### config.mk
export PLATFORM = sky130hd
export DESIGN_NAME = ram_write_driver_flat
export DESIGN_NICKNAME = d
export VERILOG_FILES = /design/src/rtl/ram_write_driver_if.sv /design/src/rtl/ram_write_driver.sv /design/src/flat_wrapper.sv
export SDC_FILE = /design/constraint.sdc
export NUM_CORES = 1
export LEC_CHECK = 0
export ABC_AREA = 1
export CORE_MARGIN = 1.5
export CORE_UTILIZATION = 44
export DETAILED_ROUTE_END_ITERATION = 6
export MAX_ROUTING_LAYER = met4
export PLACE_DENSITY = 0.79
export SLEW_MARGIN = 0
export SYNTH_ARGS = -nofsm -noshare
export SYNTH_HDL_FRONTEND = slang
export SYNTH_SLANG_ARGS = --single-unit
### constraint.sdc
create_clock -name clk -period 1.5 [get_ports clk]
set_clock_uncertainty 0.05 [all_clocks]
set_input_delay 0.3 -clock clk [delete_from_list [all_inputs] [get_ports clk]]
set_output_delay 0.3 -clock clk [all_outputs]
set_load 0.1 [all_outputs]
### src/rtl/ram_write_driver_if.sv
// Handshake and RAM write bundle between the layer write-back sequencer and its
// surroundings (layer controller, unit result mux, RAM write port).
interface ram_write_driver_if #(
  parameter int UNIT_W = 2,
  parameter int SUM_W  = 20,
  parameter int DATA_W = 16,
  parameter int ADDR_W = 10
);
  logic              start;
  logic [1:0]        layer;
  logic [SUM_W-1:0]  unit_data;
  logic [UNIT_W-1:0] unit_sel;
  logic [ADDR_W-1:0] RAM_address;
  logic [DATA_W-1:0] RAM_din;
  logic              RAM_we;
  logic              busy;
  logic              done;
  logic              err;

  modport master (
    input  start, layer, unit_data,
    output unit_sel, RAM_address, RAM_din, RAM_we, busy, done, err
  );

  modport slave (
    output start, layer, unit_data,
    input  unit_sel, RAM_address, RAM_din, RAM_we, busy, done, err
  );
endinterface

### src/rtl/ram_write_driver.sv
// Layer write-back sequencer: walks the units in order, saturates each accumulated
// sum to the RAM word width and writes it to the layer's output region.
module ram_write_driver #(
  parameter int NUM_UNITS = 4,
  parameter int UNIT_W    = 2,
  parameter int SUM_W     = 20,
  parameter int DATA_W    = 16,
  parameter int ADDR_W    = 10,
  parameter int OUT_BASE  = 48
) (
  input  logic                 clk,
  input  logic                 reset,
  ram_write_driver_if.master   bus
);

  typedef enum logic [2:0] {
    S_IDLE = 3'd0,
    S_SEL  = 3'd1,
    S_WAIT = 3'd2,
    S_CAP  = 3'd3,
    S_WR   = 3'd4,
    S_DONE = 3'd5
  } state_t;

  localparam logic [UNIT_W-1:0] LAST_UNIT = UNIT_W'(NUM_UNITS - 1);

  // In range when every bit above the target sign bit equals the sign bit.
  function automatic logic [DATA_W-1:0] sat(input logic [SUM_W-1:0] x);
    logic [SUM_W-DATA_W:0] top;
    logic [DATA_W-1:0]     res;
    top = x[SUM_W-1:DATA_W-1];
    if ((&top) || !(|top)) begin
      res = x[DATA_W-1:0];
    end else if (x[SUM_W-1]) begin
      res = {1'b1, {(DATA_W-1){1'b0}}};
    end else begin
      res = {1'b0, {(DATA_W-1){1'b1}}};
    end
    return res;
  endfunction

  state_t            state_q, state_d;
  logic [UNIT_W-1:0] unit_sel_q, unit_sel_d;
  logic [ADDR_W-1:0] addr_q, addr_d;
  logic [DATA_W-1:0] din_q, din_d;
  logic              we_q, we_d;
  logic              busy_q, busy_d;
  logic              done_q, done_d;
  logic              err_q, err_d;
  logic [ADDR_W-1:0] base_s;

  assign base_s = ADDR_W'(OUT_BASE) + ADDR_W'(bus.layer) * ADDR_W'(NUM_UNITS);

  // Next-state and next-output logic; pulses (we, done, err) default low.
  always_comb begin
    state_d    = state_q;
    unit_sel_d = unit_sel_q;
    addr_d     = addr_q;
    din_d      = din_q;
    we_d       = 1'b0;
    busy_d     = busy_q;
    done_d     = 1'b0;
    err_d      = 1'b0;
    case (state_q)
      S_IDLE: begin
        if (bus.start && (bus.layer == 2'd3)) begin
          err_d = 1'b1;
        end else if (bus.start) begin
          addr_d     = base_s;
          unit_sel_d = '0;
          busy_d     = 1'b1;
          state_d    = S_SEL;
        end else begin
          state_d = S_IDLE;
        end
      end
      S_SEL:  state_d = S_WAIT;
      S_WAIT: state_d = S_CAP;
      S_CAP: begin
        din_d   = sat(bus.unit_data);
        we_d    = 1'b1;
        state_d = S_WR;
      end
      S_WR: begin
        addr_d     = addr_q + ADDR_W'(1);
        unit_sel_d = unit_sel_q + UNIT_W'(1);
        if (unit_sel_q == LAST_UNIT) begin
          done_d  = 1'b1;
          state_d = S_DONE;
        end else begin
          state_d = S_SEL;
        end
      end
      S_DONE: begin
        busy_d     = 1'b0;
        unit_sel_d = '0;
        state_d    = S_IDLE;
      end
      default: begin
        busy_d     = 1'b0;
        unit_sel_d = '0;
        state_d    = S_IDLE;
      end
    endcase
  end

  // State and output registers; reset aborts any in-flight write.
  always_ff @(posedge clk) begin
    if (reset) begin
      state_q    <= S_IDLE;
      unit_sel_q <= '0;
      addr_q     <= '0;
      din_q      <= '0;
      we_q       <= 1'b0;
      busy_q     <= 1'b0;
      done_q     <= 1'b0;
      err_q      <= 1'b0;
    end else begin
      state_q    <= state_d;
      unit_sel_q <= unit_sel_d;
      addr_q     <= addr_d;
      din_q      <= din_d;
      we_q       <= we_d;
      busy_q     <= busy_d;
      done_q     <= done_d;
      err_q      <= err_d;
    end
  end

  assign bus.unit_sel    = unit_sel_q;
  assign bus.RAM_address = addr_q;
  assign bus.RAM_din     = din_q;
  assign bus.RAM_we      = we_q;
  assign bus.busy        = busy_q;
  assign bus.done        = done_q;
  assign bus.err         = err_q;

endmodule

### src/flat_wrapper.sv
// flat-port wrapper written by rule: the top's interface ports become plain ports
module ram_write_driver_flat 
#(
  parameter int NUM_UNITS = 4,
  parameter int UNIT_W    = 2,
  parameter int SUM_W     = 20,
  parameter int DATA_W    = 16,
  parameter int ADDR_W    = 10,
  parameter int OUT_BASE  = 48
)
  (clk, reset, bus_start, bus_layer, bus_unit_data, bus_unit_sel, bus_RAM_address, bus_RAM_din, bus_RAM_we, bus_busy, bus_done, bus_err);
  ram_write_driver_if #(.UNIT_W(UNIT_W), .SUM_W(SUM_W), .DATA_W(DATA_W), .ADDR_W(ADDR_W)) bus_i ();
  input  logic clk;
  input  logic reset;
  input wire logic [$bits(bus_i.start)-1:0] bus_start;
  input wire logic [$bits(bus_i.layer)-1:0] bus_layer;
  input wire logic [$bits(bus_i.unit_data)-1:0] bus_unit_data;
  output wire logic [$bits(bus_i.unit_sel)-1:0] bus_unit_sel;
  output wire logic [$bits(bus_i.RAM_address)-1:0] bus_RAM_address;
  output wire logic [$bits(bus_i.RAM_din)-1:0] bus_RAM_din;
  output wire logic [$bits(bus_i.RAM_we)-1:0] bus_RAM_we;
  output wire logic [$bits(bus_i.busy)-1:0] bus_busy;
  output wire logic [$bits(bus_i.done)-1:0] bus_done;
  output wire logic [$bits(bus_i.err)-1:0] bus_err;
  assign bus_i.start = bus_start;
  assign bus_i.layer = bus_layer;
  assign bus_i.unit_data = bus_unit_data;
  assign bus_unit_sel = bus_i.unit_sel;
  assign bus_RAM_address = bus_i.RAM_address;
  assign bus_RAM_din = bus_i.RAM_din;
  assign bus_RAM_we = bus_i.RAM_we;
  assign bus_busy = bus_i.busy;
  assign bus_done = bus_i.done;
  assign bus_err = bus_i.err;
  ram_write_driver #(.NUM_UNITS(NUM_UNITS), .UNIT_W(UNIT_W), .SUM_W(SUM_W), .DATA_W(DATA_W), .ADDR_W(ADDR_W), .OUT_BASE(OUT_BASE)) u_core (.clk(clk), .reset(reset), .bus(bus_i));
endmodule
==> results.cfg, run 1 <==
[final_layout]
area_growth_pct = 66.0
fin_util_pct = 77.8
nets = 303
antenna_cells = 0
multi_input_area_sq_um = 772
final_cells = 322
fillers = 223
layout.area.seq_sq_um = 719
drive_gt1_share_pct = 29.0

[grt]
grt_max_degree = 17
grt_pass1_vias = 1597
overflow = 0
antenna_found_initial = 0
grt_pass1_wl_um = 7070
grt_use_total_pct = 23.1

[sta]
rsz0062_at_grt = no
slew_headroom_pct = 69.4
setup_viol = 0
hold_viol = 0
period_share_pct = 94.0
fin_ws_ns = 0.0897
max_clock_freq_ghz = 0.709
period_minus_slack_ns = 1.41
drv_slew = 0
tightestPinTransition_ns = 0.458

[logic_synthesis]
synthTopCellsByArea = dfxtp_1, nand2_1, a21oi_1
ys_ff_latch = 35
synth.cells.most_frequent = nand2_1, dfxtp_1, a21oi_1
synth_cells = 210
synth_nets = 237
synth-edff-count = 0
ys_types = 25
avgSynthCellArea_sq_um = 7.57
yosysMostFrequentCell = nand2_1
ys_seq_area_share_pct = 44.1
yosys.area.top_type = dfxtp_1
ys_warn_count = 0
synth_top_area_share_pct = 44.1
ys.flop_type = dfxtp_1
netlist_area_sq_um = 1590
ys_async_sr_fraction_pct = 0

[die]
die_area_sq_um = 3980
die_h_um = 63.1
row_count = 21
fp.dieW_um = 63.1
io_pins = 57
initial_core_util_pct = 46.9
coreArea_sq_um = 3390

[status]
outcome = completed

[critical_path]
worst-path-max-fanout = 15
rr_startpoint = u_core.state_q[2]
crit_slowest_cell = nor2_4
rrSetupSlack_ns = 0.09
cp.required_ns = 1.66
cp-end-kind = register
worstSetupPathType = register to register
arrival_ns = 1.57
reg2reg_to = u_core.bus.RAM_din[1]
path_cells = inv_4, nand3_2, nor2_4, a21oi_1
crit_path_start = u_core.state_q[2]
endpoint = u_core.bus.RAM_din[1]
r2r_cells = 4
startpoint_type = register
slowest_delay_ns = 0.41

[power]
power_density_nw_per_um2 = 838
p_leak_uw = 0.00106
peakVddDrop_uv = 494

[clock_network]
clk_pin_slew_ns = 0.10
clk-insertion-delay-late_ns = 0.34
cts_sinks = 35
clockBufferDepth = 2
htree_levels = 2
cts_root_buffer = clkbuf_4
cts_setup_buffers = 0
cts_hold_buf = 0
cts_tree = yes
cts_buffers = 5

[placed_design]
place_ws_ns = -0.169
place_hpwl_um = 3070
place_inst = 315
numPortBuffers = 56
place_congestion = 0.864

[drt]
dr.pass1.iters = 4
avgViaCountPerCell = 5.09
post-route-drc-count = 0
routed.top_layer = met4
drtIter0Drc = 111
vias = 1639
drt-met1-wl_um = 1650
wl_met3_um = 322
wl_per_cell_um = 12.7
ant_nets = 0
wirelength_um = 4100
wl_met2_um = 2060

[hold_path]
hp-class = register to register

[run]
drv_cap = 0
flip-flops by register name, summed over array words and instances, names as in the netlist:
| signal | count |
|---|---|
| u_core.bus.RAM_we | 1 |
| u_core.state_q | 3 |
| u_core.bus.err | 1 |
| u_core.bus.RAM_address | 10 |
| u_core.bus.unit_sel | 2 |
| u_core.bus.done | 1 |
| u_core.bus.RAM_din | 16 |
| u_core.bus.busy | 1 |
where the power goes:
part           switching, uW  internal, uW  leakage [uW]  total [uW]
sequential              55.1           966      0.000290        1020
clock                    309           277     0.0000365         586
combinational            366           238      0.000732         604
critical path, delay by kind of cell, from the launching register on:
kind	cells	cell delay [ns]
AOI/OAI and AO/OA	1	0.14
buffers and inverters	1	0.13
DFF	1	0.39
and+or+nand+nor	2	0.57
area by class of cell:
type                            instances  share of cell area (%)
Inverter                               17                    2.51
Timing Repair Buffer                   66                    36.2
Clock buffer                            7                    2.51
Multi-Input combinational cell        151                    29.3
Tap cell                               46                    2.18
Sequential cell                        35                    27.3
kinds of logic after synthesis:
group	count (synthesis)	share of synthesized area (%)
buf+inv	24	7.32
simple gates	90	25.2
flops	35	44.1
compound gates	59	21.8
fa+ha+maj	2	1.57
worst min path at each step:
stage	startpoint	endpoint	slack (ns)	depth (start not counted)
floorplan	reset	u_core.bus.RAM_address[4]	0.31	1
global placement	u_core.bus.unit_sel[1]	u_core.bus.unit_sel[1]	0.44	2
detailed placement	u_core.bus.unit_sel[1]	u_core.bus.unit_sel[1]	0.45	2
CTS	bus_unit_data[2]	u_core.bus.RAM_din[2]	0.44	3
global route	bus_unit_data[4]	u_core.bus.RAM_din[4]	0.45	3
finish	u_core.bus.unit_sel[1]	u_core.bus.unit_sel[1]	0.46	2
routing by layer:
layer / vias to the layer above / global-route usage, %
met2: 66 / 36.8
met4: 0 / 10.6
met3: 7 / 8.21
li1: 829 / -
met1: 737 / 26.1
met5: - / -
cells in the final DEF, fill, tap and decap left out:
cell | Yosys | routed
a21oi_1 | 24 | 24
a21oi_2 | 9 | 9
a21oi_4 | 1 | 1
a31oi_1 | 1 | 1
buf_12 | 0 | 32
buf_4 | 0 | 10
clkbuf_1 | 3 | 1
clkbuf_16 | 0 | 1
clkbuf_4 | 0 | 5
clkdlybuf4s50_1 | 0 | 24
dfxtp_1 | 35 | 24
dfxtp_2 | 0 | 9
dfxtp_4 | 0 | 2
ha_1 | 2 | 2
inv_1 | 12 | 12
inv_2 | 4 | 4
inv_4 | 1 | 1
nand2_1 | 50 | 50
nand2_2 | 1 | 1
nand3_1 | 13 | 13
nand3_2 | 2 | 2
nand4_1 | 4 | 4
nor2_1 | 15 | 15
nor2_4 | 2 | 2
nor3_1 | 1 | 1
o21ai_0 | 10 | 10
o21ai_1 | 12 | 12
o21bai_1 | 2 | 2
or2_1 | 1 | 1
or2_2 | 1 | 1
metrics by stage:
step / setup TNS, ns / total power [uW] / area (sq um) / hold slack, ns
floorplan: 0 / 1380 / 1610 / 0.312
global placement: -2.27 / 1640 / 2570 / 0.437
detailed placement: -2.96 / 1650 / 2570 / 0.447
CTS: 0 / 2240 / 2640 / 0.438
global route: 0 / 2320 / 2640 / 0.449
finish: 0 / 2210 / 2640 / 0.457
timing repair:
item,4_1_cts,5_1_grt
endpoints found under the setup margin,0,1
hold endpoints to repair,0,0
resized for setup,0,0
Power figures use the tool's default switching activity.
==> run 2, diff against run 1 <==
--- a/config.mk
+++ b/config.mk
@@ -9,9 +9,9 @@
 export CORE_MARGIN = 1.5
 export CORE_UTILIZATION = 44
 export DETAILED_ROUTE_END_ITERATION = 6
+export GPL_ROUTABILITY_DRIVEN = 1
 export MAX_ROUTING_LAYER = met4
-export PLACE_DENSITY = 0.79
-export SLEW_MARGIN = 0
+export PLACE_DENSITY_LB_ADDON = 0.1
 export SYNTH_ARGS = -nofsm -noshare
 export SYNTH_HDL_FRONTEND = slang
 export SYNTH_SLANG_ARGS = --single-unit
==> results.cfg, run 2 (synthesis results as in run 1) <==
[placed_design]
place_hpwl_um = 3000
post_dp_cell_area_sq_um = 2570
place_inst = 313
numPortBuffers = 56
place_congestion = 0.916

[critical_path]
worstSetupPathType = register to register
worst-path-max-fanout = 11
cp.required_ns = 1.71
arrival_ns = 1.58
startpoint_type = register
cp-end-kind = register

[final_layout]
fin_util_pct = 77.9
nets = 302
largest_register_ffs = 16
layout_common_cells = nand2_1, buf_12, a21oi_1, clkdlybuf4s50_1, dfxtp_1
antenna_cells = 0
final_common_cell = nand2_1
final_area_sq_um = 2640
drive_gt1_share_pct = 28.6
final_cells = 322
area_growth_pct = 66.1

[sta]
drv_slew = 0
setup_viol = 0
tightestPinTransition_ns = 0.303
slew_headroom_pct = 79.7
max_clock_freq_ghz = 0.731
hold_viol = 0
period_minus_slack_ns = 1.37
rsz0062_at_grt = no
holdWs_ns = 0.457
period_share_pct = 91.2

[grt]
grt_pass1_wl_um = 6740
grt_use_total_pct = 21.6
use_met3_pct = 6.25
grt_pass1_vias = 1496
grt.met1_usage_pct = 24.6
top_usage_layer = met2
grt_max_degree = 17
antenna_found_initial = 0
grtUsageMet2_pct = 36.0
overflow = 0

[drt]
post-route-drc-count = 0
wl_per_cell_um = 12.3
vias = 1674
avgViaCountPerCell = 5.20
wirelength_um = 3980
ant_nets = 0
drtIter0Drc = 138
dr.pass1.iters = 4

[clock_network]
clk_pin_slew_ns = 0.10
cts_sinks = 35
cts_hold_buf = 0
htree_levels = 2
cts_tree = yes
clk-insertion-delay-late_ns = 0.33
cts_buffers = 5
cts_setup_buffers = 0
cts_root_buffer = clkbuf_4
cts_resized = 0
clockBufferDepth = 2

[die]
row_count = 21
coreArea_sq_um = 3390
io_pins = 57
die_h_um = 63.1
die_area_sq_um = 3980
fp.dieW_um = 63.1
initial_core_util_pct = 46.9

[power]
power_density_nw_per_um2 = 804
p_leak_uw = 0.00105
peakVddDrop_uv = 594

[run]
drv_cap = 0

[hold_path]
hp-class = register to register

[status]
outcome = completed
==> run 2: cell count changes in the layout (fill, tap and decap cells not counted), sizes merged <==
cell    delta
buf        -1
clkinv     +1
==> run 2: stage by stage <==
stage | power, uW | setup TNS (ns) | setup slack (ns)
floorplan | 1380 | 0 | 0.0188
global placement | 1640 | -2.11 | -0.123
detailed placement | 1640 | -2.92 | -0.181
CTS | 2130 | 0 | 0.0717
global route | 2230 | 0 | 0.0425
finish | 2120 | 0 | 0.132
==> run 2: cell type report <==
type | count | area (sq um)
fill | 211 | 751
timing repair buffer | 65 | 973
clock inverter | 1 | 5.00
multi-input combinational | 151 | 772
sequential | 35 | 719
tap | 46 | 57.6
clock buffer | 7 | 45.0
inverter | 17 | 66.3
==> run 2: report_power, final <==
group,switching (uW),internal (uW),leakage (uW)
logic,367,241,0.000736
registers,54.9,966,0.000290
clock network,311,183,0.0000293
==> run 2: critical path: stages (launching register included) <==
cell,delay (ns)
dfxtp_1,0.48
inv_4,0.10
nor2_4,0.29
inv_2,0.10
nor2_1,0.10
a21oi_1,0.05
a21oi_1,0.13
==> run 2: worst paths after layout <==
path                               start                   endpoint  cells past startpoint  slack [ns]
hold reg to reg   u_core.bus.unit_sel[1]     u_core.bus.unit_sel[1]                      2        0.46
setup / recovery       u_core.state_q[2]  u_core.bus.RAM_address[2]                      6        0.13
hold / removal    u_core.bus.unit_sel[1]     u_core.bus.unit_sel[1]                      2        0.46
setup reg to reg       u_core.state_q[2]  u_core.bus.RAM_address[2]                      6        0.13
==> run 2: routing by layer <==
| layer | vias up | part of all wire, % |
|---|---|---|
| met5 | - | 0 |
| met3 | 8 | 7.9 |
| met2 | 69 | 52 |
| met4 | 0 | 1.2 |
| met1 | 768 | 39 |
| li1 | 829 | - |
